===== src/rtl/dmem_port_arbiter_if.sv =====
// Bus bundle between the two requesters, the data-memory arbiter and data_mem.
// master: requester/memory side (drives requests and memory read data).
// slave : arbiter side (drives grants, read return and memory strobes).
interface dmem_port_arbiter_if #(
  parameter int ADDR_W = 16,
  parameter int DATA_W = 16
);
  logic              req0;
  logic              req1;
  logic              we0;
  logic              we1;
  logic [ADDR_W-1:0] addr0;
  logic [ADDR_W-1:0] addr1;
  logic [DATA_W-1:0] wdata0;
  logic [DATA_W-1:0] wdata1;
  logic              gnt0;
  logic              gnt1;
  logic              rvalid0;
  logic              rvalid1;
  logic [DATA_W-1:0] rdata;
  logic              mem_en;
  logic              mem_we;
  logic [ADDR_W-1:0] mem_addr;
  logic [DATA_W-1:0] mem_wdata;
  logic [DATA_W-1:0] mem_rdata;

  modport master (
    output req0, req1, we0, we1, addr0, addr1, wdata0, wdata1, mem_rdata,
    input  gnt0, gnt1, rvalid0, rvalid1, rdata, mem_en, mem_we, mem_addr, mem_wdata
  );

  modport slave (
    input  req0, req1, we0, we1, addr0, addr1, wdata0, wdata1, mem_rdata,
    output gnt0, gnt1, rvalid0, rvalid1, rdata, mem_en, mem_we, mem_addr, mem_wdata
  );
endinterface


===== src/rtl/dmem_port_arbiter.sv =====
// Data-memory port arbiter: CPU MEM stage (port 0) and debug/loader (port 1)
// share one synchronous single-port data_mem. Grants are combinational (zero-cycle
// accept), read data returns one cycle after the grant, tagged with the port.
// Port 0 has fixed priority; port 1 wins once after STARVE_LIMIT lost cycles.
// Optional build macro DMEM_STATS_EN adds saturating grant/conflict counters.
module dmem_port_arbiter #(
  parameter int ADDR_W       = 16,
  parameter int DATA_W       = 16,
  parameter int STARVE_LIMIT = 4,
  parameter int STAT_W       = 16
) (
  input  logic                clk,
  input  logic                sys_rst,
  dmem_port_arbiter_if.slave  bus
`ifdef DMEM_STATS_EN
  ,
  output logic [STAT_W-1:0]   stat_gnt0,
  output logic [STAT_W-1:0]   stat_gnt1,
  output logic [STAT_W-1:0]   stat_conf
`endif
);

  localparam int              CNT_W = 4;
  localparam logic [CNT_W-1:0] LIMIT = CNT_W'(STARVE_LIMIT);

  if (STARVE_LIMIT < 1 || STARVE_LIMIT > 15 || STAT_W < 1) begin : g_bad_param
    $error("dmem_port_arbiter: STARVE_LIMIT must be 1..15 and STAT_W >= 1");
  end

  logic [CNT_W-1:0]  starve_cnt_q, starve_cnt_d;
  logic              rd_pend_q, rd_pend_d;
  logic              rd_port_q, rd_port_d;
  logic [DATA_W-1:0] rdata_q, rdata_d;

  logic              gnt_any;
  logic              sel1;
  logic              we_sel;
  logic              rvalid_any;

  // Grant selection and memory strobes; everything is forced idle while in reset.
  always_comb begin
    gnt_any = 1'b0;
    sel1    = 1'b0;
    if (sys_rst) begin
      if (bus.req0 && bus.req1) begin
        gnt_any = 1'b1;
        sel1    = (starve_cnt_q == LIMIT);
      end else if (bus.req0) begin
        gnt_any = 1'b1;
      end else if (bus.req1) begin
        gnt_any = 1'b1;
        sel1    = 1'b1;
      end
    end
    we_sel        = sel1 ? bus.we1 : bus.we0;
    bus.gnt0      = gnt_any && !sel1;
    bus.gnt1      = gnt_any && sel1;
    bus.mem_en    = gnt_any;
    bus.mem_we    = 1'b0;
    bus.mem_addr  = '0;
    bus.mem_wdata = '0;
    if (gnt_any) begin
      bus.mem_we    = we_sel;
      bus.mem_addr  = sel1 ? bus.addr1  : bus.addr0;
      bus.mem_wdata = sel1 ? bus.wdata1 : bus.wdata0;
    end
  end

  // Read return: tagged rvalid with mem_rdata pass-through, otherwise hold last data.
  // Reset masks the return so an in-flight read is squashed in the reset cycle itself.
  always_comb begin
    rvalid_any  = sys_rst && rd_pend_q;
    bus.rvalid0 = rvalid_any && !rd_port_q;
    bus.rvalid1 = rvalid_any && rd_port_q;
    bus.rdata   = '0;
    if (sys_rst) begin
      bus.rdata = rvalid_any ? bus.mem_rdata : rdata_q;
    end
  end

  // Next-state: starvation counter, pending-read tag and held read data.
  always_comb begin
    starve_cnt_d = starve_cnt_q;
    if (!bus.req1 || (gnt_any && sel1)) begin
      starve_cnt_d = '0;
    end else if (starve_cnt_q != LIMIT) begin
      starve_cnt_d = starve_cnt_q + CNT_W'(1);
    end
    rd_pend_d = gnt_any && !we_sel;
    rd_port_d = sel1;
    rdata_d   = rvalid_any ? bus.mem_rdata : rdata_q;
  end

  // State registers with synchronous active-low reset.
  always_ff @(posedge clk) begin
    if (!sys_rst) begin
      starve_cnt_q <= '0;
      rd_pend_q    <= 1'b0;
      rd_port_q    <= 1'b0;
      rdata_q      <= '0;
    end else begin
      starve_cnt_q <= starve_cnt_d;
      rd_pend_q    <= rd_pend_d;
      rd_port_q    <= rd_port_d;
      rdata_q      <= rdata_d;
    end
  end

`ifdef DMEM_STATS_EN
  logic [STAT_W-1:0] stat_gnt0_q, stat_gnt0_d;
  logic [STAT_W-1:0] stat_gnt1_q, stat_gnt1_d;
  logic [STAT_W-1:0] stat_conf_q, stat_conf_d;

  function automatic logic [STAT_W-1:0] sat_inc(input logic [STAT_W-1:0] v, input logic en);
    sat_inc = (en && (v != '1)) ? v + STAT_W'(1) : v;
  endfunction

  // Saturating statistics next-state.
  always_comb begin
    stat_gnt0_d = sat_inc(stat_gnt0_q, gnt_any && !sel1);
    stat_gnt1_d = sat_inc(stat_gnt1_q, gnt_any && sel1);
    stat_conf_d = sat_inc(stat_conf_q, bus.req0 && bus.req1);
  end

  // Statistics registers.
  always_ff @(posedge clk) begin
    if (!sys_rst) begin
      stat_gnt0_q <= '0;
      stat_gnt1_q <= '0;
      stat_conf_q <= '0;
    end else begin
      stat_gnt0_q <= stat_gnt0_d;
      stat_gnt1_q <= stat_gnt1_d;
      stat_conf_q <= stat_conf_d;
    end
  end

  assign stat_gnt0 = stat_gnt0_q;
  assign stat_gnt1 = stat_gnt1_q;
  assign stat_conf = stat_conf_q;
`endif

endmodule

===== src/flat_wrapper.sv =====
// flat-port wrapper written by rule: the top's interface ports become plain ports
module dmem_port_arbiter_flat 
#(
  parameter int ADDR_W       = 16,
  parameter int DATA_W       = 16,
  parameter int STARVE_LIMIT = 4,
  parameter int STAT_W       = 16
)
  (clk, sys_rst, bus_req0, bus_req1, bus_we0, bus_we1, bus_addr0, bus_addr1, bus_wdata0, bus_wdata1, bus_mem_rdata, bus_gnt0, bus_gnt1, bus_rvalid0, bus_rvalid1, bus_rdata, bus_mem_en, bus_mem_we, bus_mem_addr, bus_mem_wdata);
  dmem_port_arbiter_if #(.ADDR_W(ADDR_W), .DATA_W(DATA_W)) bus_i ();
  input  logic clk;
  input  logic sys_rst;
  input wire logic [$bits(bus_i.req0)-1:0] bus_req0;
  input wire logic [$bits(bus_i.req1)-1:0] bus_req1;
  input wire logic [$bits(bus_i.we0)-1:0] bus_we0;
  input wire logic [$bits(bus_i.we1)-1:0] bus_we1;
  input wire logic [$bits(bus_i.addr0)-1:0] bus_addr0;
  input wire logic [$bits(bus_i.addr1)-1:0] bus_addr1;
  input wire logic [$bits(bus_i.wdata0)-1:0] bus_wdata0;
  input wire logic [$bits(bus_i.wdata1)-1:0] bus_wdata1;
  input wire logic [$bits(bus_i.mem_rdata)-1:0] bus_mem_rdata;
  output wire logic [$bits(bus_i.gnt0)-1:0] bus_gnt0;
  output wire logic [$bits(bus_i.gnt1)-1:0] bus_gnt1;
  output wire logic [$bits(bus_i.rvalid0)-1:0] bus_rvalid0;
  output wire logic [$bits(bus_i.rvalid1)-1:0] bus_rvalid1;
  output wire logic [$bits(bus_i.rdata)-1:0] bus_rdata;
  output wire logic [$bits(bus_i.mem_en)-1:0] bus_mem_en;
  output wire logic [$bits(bus_i.mem_we)-1:0] bus_mem_we;
  output wire logic [$bits(bus_i.mem_addr)-1:0] bus_mem_addr;
  output wire logic [$bits(bus_i.mem_wdata)-1:0] bus_mem_wdata;
  assign bus_i.req0 = bus_req0;
  assign bus_i.req1 = bus_req1;
  assign bus_i.we0 = bus_we0;
  assign bus_i.we1 = bus_we1;
  assign bus_i.addr0 = bus_addr0;
  assign bus_i.addr1 = bus_addr1;
  assign bus_i.wdata0 = bus_wdata0;
  assign bus_i.wdata1 = bus_wdata1;
  assign bus_i.mem_rdata = bus_mem_rdata;
  assign bus_gnt0 = bus_i.gnt0;
  assign bus_gnt1 = bus_i.gnt1;
  assign bus_rvalid0 = bus_i.rvalid0;
  assign bus_rvalid1 = bus_i.rvalid1;
  assign bus_rdata = bus_i.rdata;
  assign bus_mem_en = bus_i.mem_en;
  assign bus_mem_we = bus_i.mem_we;
  assign bus_mem_addr = bus_i.mem_addr;
  assign bus_mem_wdata = bus_i.mem_wdata;
  dmem_port_arbiter #(.ADDR_W(ADDR_W), .DATA_W(DATA_W), .STARVE_LIMIT(STARVE_LIMIT), .STAT_W(STAT_W)) u_core (.clk(clk), .sys_rst(sys_rst), .bus(bus_i));
endmodule

===== config.mk =====
export PLATFORM = sky130hd
export DESIGN_NAME = dmem_port_arbiter_flat
export DESIGN_NICKNAME = d
export VERILOG_FILES = /design/src/rtl/dmem_port_arbiter_if.sv /design/src/rtl/dmem_port_arbiter.sv /design/src/flat_wrapper.sv
export SDC_FILE = /design/constraint.sdc
export NUM_CORES = 1
export LEC_CHECK = 0
export ABC_AREA = 0
export CAP_MARGIN = 20
export CORE_ASPECT_RATIO = 0.6
export CORE_MARGIN = 3
export CORE_UTILIZATION = 30
export CTS_CLUSTER_DIAMETER = 100
export DETAILED_ROUTE_END_ITERATION = 10
export GPL_TIMING_DRIVEN = 0
export PLACE_DENSITY = 0.94
export SLEW_MARGIN = 10
export SYNTH_ARGS = -nofsm -noshare
export SYNTH_HDL_FRONTEND = slang
export SYNTH_SLANG_ARGS = --single-unit

===== constraint.sdc =====
create_clock -name clk -period 4.1 [get_ports clk]
set_input_delay 0.41 -clock clk [delete_from_list [all_inputs] [get_ports clk]]
set_output_delay 0.41 -clock clk [all_outputs]
set_load 0.03 [all_outputs]

==> impl_metrics.ini <==
[clock_network]
cts-hold-fix-buffers = 0
cts.clk_slew.worst_paths_ns = 0.07
cts-buffers-inserted = 3
cts_resized = 0
max-clock-path-buffers = 2
clk_latency_ns = 0.26
post_cts_buffers = 0
cts_tree = done
root_buffer = clkbuf_8
cts.sinks = 22
htreeDepth = 1

[route]
vias_per_cell = 4.70
drtAntennaViolNets = 0
first_iter_violations = 35
vias = 1481
dr.pass1.iters = 4
wl_per_cell_um = 14.7
remaining_drc_errors = 0
routed_wl_mm = 4.65

[grt]
grt_pass1_wl_mm = 7.31
grt_max_degree = 13
overflow = 0
antenna_found_initial = 0
grt_pass1_vias = 1487
grt_usage_pct = 18.3

[sta]
slew_headroom_pct = 77.3
setup_viol = 0
tns_ns = 0
slew_viol_final = 0
skew_ns = 0.00317
rsz0062_at_grt = false
timing.fmax_ghz = 0.352
worst_slew_pin_slew_ns = 0.339
timing.final.crit_share_pct = 69.3
finalHoldViolations = 0
finalWorstPathRequiredPeriod_ns = 2.84

[critical_path]
critPathMaxFanout = 10
arrival_ns = 2.43
crit_type = in2out
reg2reg_depth = 6
cp_slowest_cell = clkdlybuf4s50_1
max_stage_delay_ns = 0.68
setup.worst_path.start_class = primary input
cp_common_cell = clkdlybuf4s50_1
worst_setup_path_end_kind = output pin
required_ns = 3.69
crit_chain = clkdlybuf4s50_1, nand2_1, a21oi_4, buf_2, a22o_1, clkdlybuf4s50_1

[synthesis]
synth_nets = 213
ys_ff_latch = 22
yosysSeqAreaShare_pct = 35.3
yosysWarnings = 0
yosysUniqueCellTypes = 20
syn_area_um2 = 1250
synthCells = 125
avgSynthCellArea_um2 = 9.99

[outcome]
status = finished clean

[pwr]
ir_worst_vdd_mv = 0.169
p_leak_uw = 0.00107
p_per_area_nw_per_um2 = 234

[cells_and_area]
syn_to_final_growth_pct = 121
drive_gt1_share_pct = 5.60
layout_commonest_cell = clkdlybuf4s50_1
mostFrequentLayoutCells = 139 x clkdlybuf4s50_1, 34 x a22o_1, 22 x dfxtp_1
layout.cells.non_filler = 315
post-route-util_pct = 71.9
multiInputGateArea_um2 = 708
regArea_um2 = 440
fillers = 328
fin_area_um2 = 2750
antennaDiodeCount = 0
nets = 357

[placed_design]
port_buffers = 139
place_congestion = 0.791
dp_hpwl_mm = 3.93
place_inst = 311
dpl_cell_area_um2 = 2700

[min_path]
whs_path_depth = 1
hp-class = reg2reg

[floorplan]
io-pin-count = 140
die_x_um = 89.3
die_area_um2 = 5000
die_h_um = 56.0
core_um2 = 3830
placementRows = 17
start_util_pct = 32.6

[job]
cap_violations = 0
==> per-layer routing <==
metal  up-vias  share of wire (%)  track usage [%]
met3         2                7.4             5.33
li1        743                  -                -
met2        61                 48             30.7
met4         0               0.30             2.34
met1       675                 45             23.8
met5         -                  0                0
==> per-stage QoR <==
| stage | hold WS (ns) | setup slack, ns | total power [µW] |
|---|---|---|---|
| 6_report | 0.465 | 1.26 | 644 |
| 5_1_grt | 0.482 | 1.16 | 677 |
| 4_1_cts | 0.468 | 1.26 | 649 |
| 3_5_place_dp | 0.451 | 1.28 | 497 |
| 3_3_place_gp | 0.443 | 1.28 | 493 |
| 2_1_floorplan | 0.430 | 2.15 | 348 |
==> Yosys cell counts, drive strengths merged <==
master | instances | area share, %
a22o | 34 | 24
dfxtp | 22 | 35
mux2i | 17 | 14
nor2b | 16 | 8.0
buf | 9 | 5.6
inv | 6 | 1.8
nor2 | 6 | 1.8
a21oi | 2 | 1.7
clkbuf | 2 | 0.60
ha | 2 | 2.0
nand2 | 2 | 0.60
and3 | 1 | 0.50
nand3 | 1 | 0.40
nand3b | 1 | 1.6
nand4 | 1 | 0.50
o211a | 1 | 0.80
o21a | 1 | 0.60
xnor2 | 1 | 0.70
==> cells by family after synthesis <==
logic type                 share of synthesized area, %
and+or+nand+nor                                    13.4
DFF                                                35.3
adders and majority gates                          2.00
xor gates and xnor gates                          0.702
buffers and inverters                              8.02
AOI/OAI and AO/OA                                  27.0
muxes                                              13.6
==> final timing paths <==
check                            to              startpoint  slack, ns
max                bus_mem_addr[13]                 sys_rst       1.26
min          u_core.starve_cnt_q[0]  u_core.starve_cnt_q[0]       0.47
max reg2reg        u_core.rd_pend_q  u_core.starve_cnt_q[0]       2.73
min reg2reg  u_core.starve_cnt_q[0]  u_core.starve_cnt_q[0]       0.47
==> area by class of cell <==
class | instances | share of cell area [%]
Timing Repair Buffer | 139 | 50.5
Multi-Input combinational cell | 86 | 25.7
Clock buffer | 4 | 2.00
Buffer | 11 | 2.82
Tap cell | 47 | 2.14
Sequential cell | 22 | 16.0
Inverter | 6 | 0.818
==> critical path, delay by kind of cell <==
| kind | cells | cell delay, ns |
|---|---|---|
| AOI/OAI and AO/OA | 2 | 0.42 |
| buffers and inverters | 3 | 1.47 |
| and+or+nand+nor | 1 | 0.13 |
==> flip-flops by register name, summed over array words and instances, names as in the netlist <==
register             flops
u_core.rdata_q          16
u_core.starve_cnt_q      4
u_core.rd_pend_q         1
u_core.rd_port_q         1
==> power by group <==
part / internal [µW] / switching (µW)
sequential: 222 / 2.55
combinational: 150 / 116
clock: 85.5 / 66.9
total: 458 / 186
No activity file was read; power rests on OpenSTA's default activity.
